==> config.mk <==
export PLATFORM = sky130hd
export DESIGN_NAME = sample_voice_reader_flat
export DESIGN_NICKNAME = d
export VERILOG_FILES = /design/src/rtl/sample_voice_reader_if.sv /design/src/rtl/sample_voice_reader.sv /design/src/flat_wrapper.sv
export SDC_FILE = /design/constraint.sdc
export NUM_CORES = 1
export LEC_CHECK = 0
export BUFFER_PORTS_ARGS = -buffer_cell sky130_fd_sc_hd__buf_2
export CAP_MARGIN = 20
export CORE_MARGIN = 5
export CORE_UTILIZATION = 47
export CTS_BUF_LIST = sky130_fd_sc_hd__clkbuf_8
export DETAILED_ROUTE_END_ITERATION = 16
export HOLD_SLACK_MARGIN = 0.05
export PLACE_DENSITY = 0.74
export SETUP_SLACK_MARGIN = 0.5
export SLEW_MARGIN = 5
export SYNTH_ARGS = -nofsm -noshare
export SYNTH_HDL_FRONTEND = slang
export SYNTH_SLANG_ARGS = --single-unit
==> constraint.sdc <==
create_clock -name clk_in -period 15.3 [get_ports clk_in]
set_clock_uncertainty 0.15 [all_clocks]
set_input_delay 1.53 -clock clk_in [delete_from_list [all_inputs] [get_ports clk_in]]
set_output_delay 1.53 -clock clk_in [all_outputs]
set_load 0.02 [all_outputs]
==> src/rtl/sample_voice_reader_if.sv <==
// Voice reader bus: sample tick/gate/address in, BRAM read port, scaled sample out.
// SAMPLE_VOICE_PEAK_HOLD_EN adds the peak_out magnitude tracker signal.
interface sample_voice_reader_if #(
    parameter int ADDR_WIDTH = 13,
    parameter int DATA_WIDTH = 16,
    parameter int ENV_WIDTH  = 8
);
    logic                         sample_tick;
    logic                         gate_in;
    logic        [ADDR_WIDTH-1:0] sample_addr_in;
    logic        [ADDR_WIDTH-1:0] bram_addr_out;
    logic                         bram_en_out;
    logic signed [DATA_WIDTH-1:0] bram_data_in;
    logic signed [DATA_WIDTH-1:0] sample_out;
    logic                         sample_valid_out;
    logic        [ENV_WIDTH-1:0]  env_level_out;
    logic                         voice_active_out;
`ifdef SAMPLE_VOICE_PEAK_HOLD_EN
    logic        [DATA_WIDTH-2:0] peak_out;
`endif

    modport slave (
        input  sample_tick, gate_in, sample_addr_in, bram_data_in,
        output bram_addr_out, bram_en_out, sample_out, sample_valid_out,
               env_level_out, voice_active_out
`ifdef SAMPLE_VOICE_PEAK_HOLD_EN
        , output peak_out
`endif
    );

    modport master (
        output sample_tick, gate_in, sample_addr_in, bram_data_in,
        input  bram_addr_out, bram_en_out, sample_out, sample_valid_out,
               env_level_out, voice_active_out
`ifdef SAMPLE_VOICE_PEAK_HOLD_EN
        , input peak_out
`endif
    );
endinterface

==> src/rtl/sample_voice_reader.sv <==
// Per-voice sample reader: BRAM fetch on each tick, ASR envelope scaling, valid-strobed output.
// Optional SAMPLE_VOICE_PEAK_HOLD_EN tracks peak |sample_out| since the last note start.
module sample_voice_reader #(
    parameter int ADDR_WIDTH   = 13,
    parameter int DATA_WIDTH   = 16,
    parameter int BRAM_LATENCY = 2,
    parameter int ENV_WIDTH    = 8,
    parameter int ATTACK_STEP  = 64,
    parameter int RELEASE_STEP = 32
) (
    input logic                  clk_in,
    input logic                  rst_in,
    sample_voice_reader_if.slave bus
);
    localparam int L = BRAM_LATENCY;
    localparam logic [ENV_WIDTH-1:0] LVL_MAX = '1;
    localparam logic [ENV_WIDTH:0]   ASTEP   = (ENV_WIDTH+1)'(ATTACK_STEP);
    localparam logic [ENV_WIDTH-1:0] RSTEP   = ENV_WIDTH'(RELEASE_STEP);

    typedef enum logic [1:0] {IDLE, ATTACK, SUSTAIN, RELEASE} state_t;

    state_t                       state_q, state_d;
    logic        [ENV_WIDTH-1:0]  level_q, level_d, lvl_inc, lvl_dec, inc_base;
    logic        [ENV_WIDTH:0]    lvl_sum;
    logic                         launch_d, read_d, go_up, go_dn;
    logic                         active_q, bram_en_q, sample_vld_q;
    logic        [ADDR_WIDTH-1:0] bram_addr_q;
    logic signed [DATA_WIDTH-1:0] held_q, sample_q, src;
    logic signed [DATA_WIDTH+ENV_WIDTH:0] prod;
    logic        [L:0]                vld_pipe, rd_pipe;
    logic        [L:0][ENV_WIDTH-1:0] lvl_pipe;

    // A note always starts from level 0, even if level_q were stale.
    always_comb begin
        inc_base = (state_q == IDLE) ? '0 : level_q;
        lvl_sum  = {1'b0, inc_base} + ASTEP;
        lvl_inc  = (lvl_sum > {1'b0, LVL_MAX}) ? LVL_MAX : lvl_sum[ENV_WIDTH-1:0];
        lvl_dec  = (level_q < RSTEP) ? '0 : level_q - RSTEP;
    end

    always_comb begin
        state_d  = state_q;
        level_d  = level_q;
        launch_d = 1'b0;
        read_d   = 1'b0;
        go_up    = 1'b0;
        go_dn    = 1'b0;
        case (state_q)
            IDLE: if (bus.gate_in) begin
                state_d = ATTACK;
                level_d = '0;
                go_up   = bus.sample_tick;
            end
            ATTACK, SUSTAIN: if (!bus.gate_in) begin
                state_d = RELEASE;
                go_dn   = bus.sample_tick;
            end else begin
                go_up   = bus.sample_tick;
            end
            RELEASE: if (bus.gate_in) begin
                state_d = ATTACK;
                go_up   = bus.sample_tick;
            end else begin
                go_dn   = bus.sample_tick;
            end
            default: state_d = IDLE;
        endcase
        if (go_up) begin
            level_d  = lvl_inc;
            launch_d = 1'b1;
            read_d   = 1'b1;
            state_d  = (lvl_inc == LVL_MAX) ? SUSTAIN : ATTACK;
        end
        if (go_dn) begin
            level_d  = lvl_dec;
            launch_d = 1'b1;
            state_d  = (lvl_dec == '0) ? IDLE : RELEASE;
        end
    end

    // Release ticks rescale the last fetched sample instead of reading BRAM.
    always_comb begin
        src  = rd_pipe[L] ? bus.bram_data_in : held_q;
        prod = (DATA_WIDTH+ENV_WIDTH+1)'(src) *
               (DATA_WIDTH+ENV_WIDTH+1)'($signed({1'b0, lvl_pipe[L]}));
    end

    always_ff @(posedge clk_in) begin
        if (!rst_in) begin
            state_q      <= IDLE;
            level_q      <= '0;
            active_q     <= 1'b0;
            bram_en_q    <= 1'b0;
            bram_addr_q  <= '0;
            held_q       <= '0;
            sample_q     <= '0;
            sample_vld_q <= 1'b0;
            vld_pipe     <= '0;
            rd_pipe      <= '0;
            lvl_pipe     <= '0;
        end else begin
            state_q     <= state_d;
            level_q     <= level_d;
            active_q    <= (state_d != IDLE);
            bram_en_q   <= read_d;
            if (read_d)
                bram_addr_q <= bus.sample_addr_in;
            vld_pipe[0] <= launch_d;
            rd_pipe[0]  <= read_d;
            lvl_pipe[0] <= level_d;
            for (int i = 1; i <= L; i++) begin
                vld_pipe[i] <= vld_pipe[i-1];
                rd_pipe[i]  <= rd_pipe[i-1];
                lvl_pipe[i] <= lvl_pipe[i-1];
            end
            sample_vld_q <= vld_pipe[L];
            if (vld_pipe[L]) begin
                sample_q <= DATA_WIDTH'(prod >>> ENV_WIDTH);
                if (rd_pipe[L])
                    held_q <= bus.bram_data_in;
            end
        end
    end

    assign bus.bram_en_out      = bram_en_q;
    assign bus.bram_addr_out    = bram_addr_q;
    assign bus.sample_out       = sample_q;
    assign bus.sample_valid_out = sample_vld_q;
    assign bus.env_level_out    = level_q;
    assign bus.voice_active_out = active_q;

`ifdef SAMPLE_VOICE_PEAK_HOLD_EN
    logic [DATA_WIDTH-2:0] peak_q, mag;

    // The most negative sample has no positive twin; clamp it to all ones.
    always_comb begin
        if (!sample_q[DATA_WIDTH-1])
            mag = sample_q[DATA_WIDTH-2:0];
        else if (sample_q == {1'b1, {(DATA_WIDTH-1){1'b0}}})
            mag = '1;
        else
            mag = (DATA_WIDTH-1)'(-sample_q);
    end

    always_ff @(posedge clk_in) begin
        if (!rst_in || (state_q == IDLE && state_d != IDLE))
            peak_q <= '0;
        else if (sample_vld_q && mag > peak_q)
            peak_q <= mag;
    end

    assign bus.peak_out = peak_q;
`endif
endmodule

==> src/flat_wrapper.sv <==
// flat-port wrapper written by rule: the top's interface ports become plain ports
module sample_voice_reader_flat 
#(
    parameter int ADDR_WIDTH   = 13,
    parameter int DATA_WIDTH   = 16,
    parameter int BRAM_LATENCY = 2,
    parameter int ENV_WIDTH    = 8,
    parameter int ATTACK_STEP  = 64,
    parameter int RELEASE_STEP = 32
)
  (clk_in, rst_in, bus_sample_tick, bus_gate_in, bus_sample_addr_in, bus_bram_data_in, bus_bram_addr_out, bus_bram_en_out, bus_sample_out, bus_sample_valid_out, bus_env_level_out, bus_voice_active_out);
  sample_voice_reader_if #(.ADDR_WIDTH(ADDR_WIDTH), .DATA_WIDTH(DATA_WIDTH), .ENV_WIDTH(ENV_WIDTH)) bus_i ();
  input logic clk_in;
  input logic rst_in;
  input wire logic [$bits(bus_i.sample_tick)-1:0] bus_sample_tick;
  input wire logic [$bits(bus_i.gate_in)-1:0] bus_gate_in;
  input wire logic [$bits(bus_i.sample_addr_in)-1:0] bus_sample_addr_in;
  input wire logic [$bits(bus_i.bram_data_in)-1:0] bus_bram_data_in;
  output wire logic [$bits(bus_i.bram_addr_out)-1:0] bus_bram_addr_out;
  output wire logic [$bits(bus_i.bram_en_out)-1:0] bus_bram_en_out;
  output wire logic [$bits(bus_i.sample_out)-1:0] bus_sample_out;
  output wire logic [$bits(bus_i.sample_valid_out)-1:0] bus_sample_valid_out;
  output wire logic [$bits(bus_i.env_level_out)-1:0] bus_env_level_out;
  output wire logic [$bits(bus_i.voice_active_out)-1:0] bus_voice_active_out;
  assign bus_i.sample_tick = bus_sample_tick;
  assign bus_i.gate_in = bus_gate_in;
  assign bus_i.sample_addr_in = bus_sample_addr_in;
  assign bus_i.bram_data_in = bus_bram_data_in;
  assign bus_bram_addr_out = bus_i.bram_addr_out;
  assign bus_bram_en_out = bus_i.bram_en_out;
  assign bus_sample_out = bus_i.sample_out;
  assign bus_sample_valid_out = bus_i.sample_valid_out;
  assign bus_env_level_out = bus_i.env_level_out;
  assign bus_voice_active_out = bus_i.voice_active_out;
  sample_voice_reader #(.ADDR_WIDTH(ADDR_WIDTH), .DATA_WIDTH(DATA_WIDTH), .BRAM_LATENCY(BRAM_LATENCY), .ENV_WIDTH(ENV_WIDTH), .ATTACK_STEP(ATTACK_STEP), .RELEASE_STEP(RELEASE_STEP)) u_core (.clk_in(clk_in), .rst_in(rst_in), .bus(bus_i));
endmodule
==> out/qor.yml <==
synthesis:
  mappedNetlistArea_um2: 7340
  ys_types: 55
  synth_ff_type: "dfxtp_1"
  synth_area_leaders: "fa_1, dfxtp_1, ha_1, nand2_1, inv_1"
  avgSynthCellArea_um2: 8.70
  async_reset_ff_share_pct: 0
  yosysMostFrequentCell: "nand2_1"
  yosysTopAreaCell: "fa_1"
  yosysWarnings: 0
  synth_top_area_share_pct: 27.0
  synthesis.instances: 844
  ys_seq_area_share_pct: 21.5
  syn-num-nets: 1023
  synth_edf_count: 0
  synthTopCellsByCount: "nand2_1, inv_1, fa_1"
  ys_seq_elements: 79
setup_path:
  cpMostUsedCell: "fa_1"
  path_cells: "buf_2 -> mux2i_1 -> nor2b_1 -> fa_1 -> fa_1 -> inv_1 -> fa_1 -> inv_1 -> fa_1 -> ha_1 -> nand4_1 -> o221a_2 -> o21ai_4 -> a21oi_1 -> o21ai_0 -> a2111oi_0 -> nor3_1"
  crit_family: "adder cells"
  cp.arrival_ns: 6.31
  slowest_stage: "fa_1"
  cp.required_ns: 15.39
  cp_max_fo: 9
  worst-path-buf-inv: 3
  critPathKind: "primary input to register"
  start_kind: "primary input"
  critPathMaxStageDelay_ns: 0.55
  endpoint_kind: "register"
route:
  via_count: 5683
  drtPass1Iterations: 5
  wl_per_cell_um: 15.1
  drt_iter0_drc: 344
  wl_um: 16700
  remaining_drc_errors: 0
  vias_per_cell: 5.14
  ant_nets: 0
timing:
  tns_ns: 0
  hold_violations: 0
  tightest_slew_ns: 0.954
  timing.final.crit_share_pct: 40.7
  maxSlewViolCount: 0
  max_slew_margin_pct: 36.2
  fmaxAchievable_mhz: 161
  rsz0062_at_grt: "false"
  setup_viol: 0
  post-route-min-period_ns: 6.22
  whs_ns: 0.281
cts:
  clk_pin_slew_ns: 0.09
  h-tree-depth: 3
  clock-sinks: 79
  cts_inserted_buffers: 9
  cts_tree: "yes"
  clock-root-buffer: "clkbuf_8"
  clock_latency_ns: 0.36
  post_cts_buffers: 0
  hold_buffers: 0
  cts_resized: 0
  clockBufferDepth: 2
grt:
  grt_pass1_vias: 5878
  antenna_found_initial: 1
  grt_pass1_wl_um: 29000
  gr-total-overflow: 0
  grt_max_degree: 46
  track_usage_pct: 19.6
die:
  rows: 45
  initial_utilization_pct: 48.1
  core_um2: 15300
  chipWidth_um: 135
  die_height_um: 135
  io-pin-count: 73
  die_area_um2: 18200
placed_design:
  dpl.hpwl_um: 13500
  gp_congestion: 0.888
  portBuffers: 72
min_path:
  hold_path.class: "register to register"
outcome:
  status: "finished clean"
finish:
  layout-drive-gt1-share_pct: 12.3
  areaGrowthSynthToFinish_pct: 9.30
  antenna_cells: 0
  nFillCells: 1404
  fin_nets: 1069
run:
  cap_violations: 0
power_and_ir_drop:
  power_mw: 0.430
  max-vdd-ir-drop_mv: 0.0508
  power.leakage_nw: 3.98
  power_density_nw_per_um2: 53.6
cells by family after synthesis:
| logic type | Yosys count | synth area share, % |
|---|---|---|
| AO/OA/AOI/OAI | 110 | 9.47 |
| XOR/XNOR | 16 | 1.91 |
| adder cells (fa/ha/maj) | 146 | 35.0 |
| buffers and inverters | 168 | 9.10 |
| flip-flops | 79 | 21.5 |
| multiplexers | 19 | 2.86 |
| AND/OR/NAND/NOR | 306 | 20.1 |
power breakdown:
group / switching, mW / internal [mW] / leakage [nW]
registers: 0.00508 / 0.212 / 0.641
logic: 0.0296 / 0.0176 / 3.23
clock network: 0.0872 / 0.0791 / 0.108
total: 0.122 / 0.308 / 3.98
per-layer routing:
layer,up-vias,GRT usage (%),part of all wire [%]
met2,129,32.6,48
met3,26,3.32,4.7
met4,0,4.70,1.8
met5,-,0,0
li1,2756,-,-
met1,2772,26.9,46
flip-flops by register name, summed over array words and instances, names as in the netlist:
register                     flops
u_core.lvl_pipe                 16
u_core.bus.bram_addr_out        13
u_core.held_q                   16
u_core.vld_pipe                  3
u_core.bus.sample_valid_out      1
u_core.bus.voice_active_out      1
u_core.rd_pipe                   3
u_core.state_q                   2
u_core.bus.env_level_out         8
u_core.bus.sample_out           16
placed cells by master, fill, tap and decap left out, drive strengths merged, types with 9 or more instances in the layout:
| cell | synthesis | layout |
|---|---|---|
| a21o | 11 | 11 |
| a21oi | 44 | 44 |
| and2 | 56 | 56 |
| buf | 10 | 73 |
| clkbuf | 28 | 9 |
| dfxtp | 79 | 79 |
| fa | 99 | 99 |
| ha | 47 | 47 |
| inv | 129 | 132 |
| mux2 | 13 | 13 |
| nand2 | 129 | 129 |
| nand3 | 14 | 14 |
| nor2 | 44 | 44 |
| nor2b | 16 | 16 |
| nor3 | 12 | 12 |
| o21ai | 23 | 23 |
| xnor2 | 11 | 11 |
through the flow:
step / setup WS, ns / cells / utilization (%) / instance area (um^2)
2_1_floorplan: 9.28 / 844 / - / 7340
3_3_place_gp: 8.78 / 1089 / 51.0 / 7790
3_5_place_dp: 8.73 / 1089 / 51.0 / 7790
4_1_cts: 9.11 / 1105 / 52.4 / 8000
5_1_grt: 8.80 / 1106 / 52.6 / 8030
6_report: 9.08 / 1106 / 52.6 / 8030
worst reg2reg max path: stages (launching register included):
cell and delay, ns:
dfxtp_1 0.83, mux2i_1 0.67, nor2b_1 0.14, fa_1 0.45, fa_1 0.55, inv_1 0.05, fa_1 0.48, inv_1 0.06
fa_1 0.48, ha_1 0.32, nand4_1 0.16, o221a_2 0.24, o21ai_4 0.09, a21oi_1 0.36, o21ai_0 0.23, a2111oi_0 0.46
nor3_1 0.10
final timing paths:
| kind | depth (start not counted) | end | from | slack [ns] |
|---|---|---|---|---|
| worst max-delay path | 17 | u_core.bus.sample_out[10]$_SDFFE_PN0P_ | bus_bram_data_in[2] | 9.08 |
| worst min-delay path | 1 | u_core.lvl_pipe[20]$_SDFF_PN0_ | u_core.lvl_pipe[12]$_SDFF_PN0_ | 0.28 |
| worst max register to register | 16 | u_core.bus.sample_out[10]$_SDFFE_PN0P_ | u_core.rd_pipe[2]$_SDFF_PN0_ | 9.38 |
| worst min register to register | 1 | u_core.lvl_pipe[20]$_SDFF_PN0_ | u_core.lvl_pipe[12]$_SDFF_PN0_ | 0.28 |
cell type report:
type	count	area (um^2)	share of cell area, %
multi-input cells	597	5090	63.5
clock inverters	7	87.6	1.09
clock buffers	9	124	1.54
well taps	211	264	3.29
inverters	130	488	6.08
flip-flops and latches	79	1580	19.7
repair buffers	73	388	4.83
(Power assumes the default switching activity.)
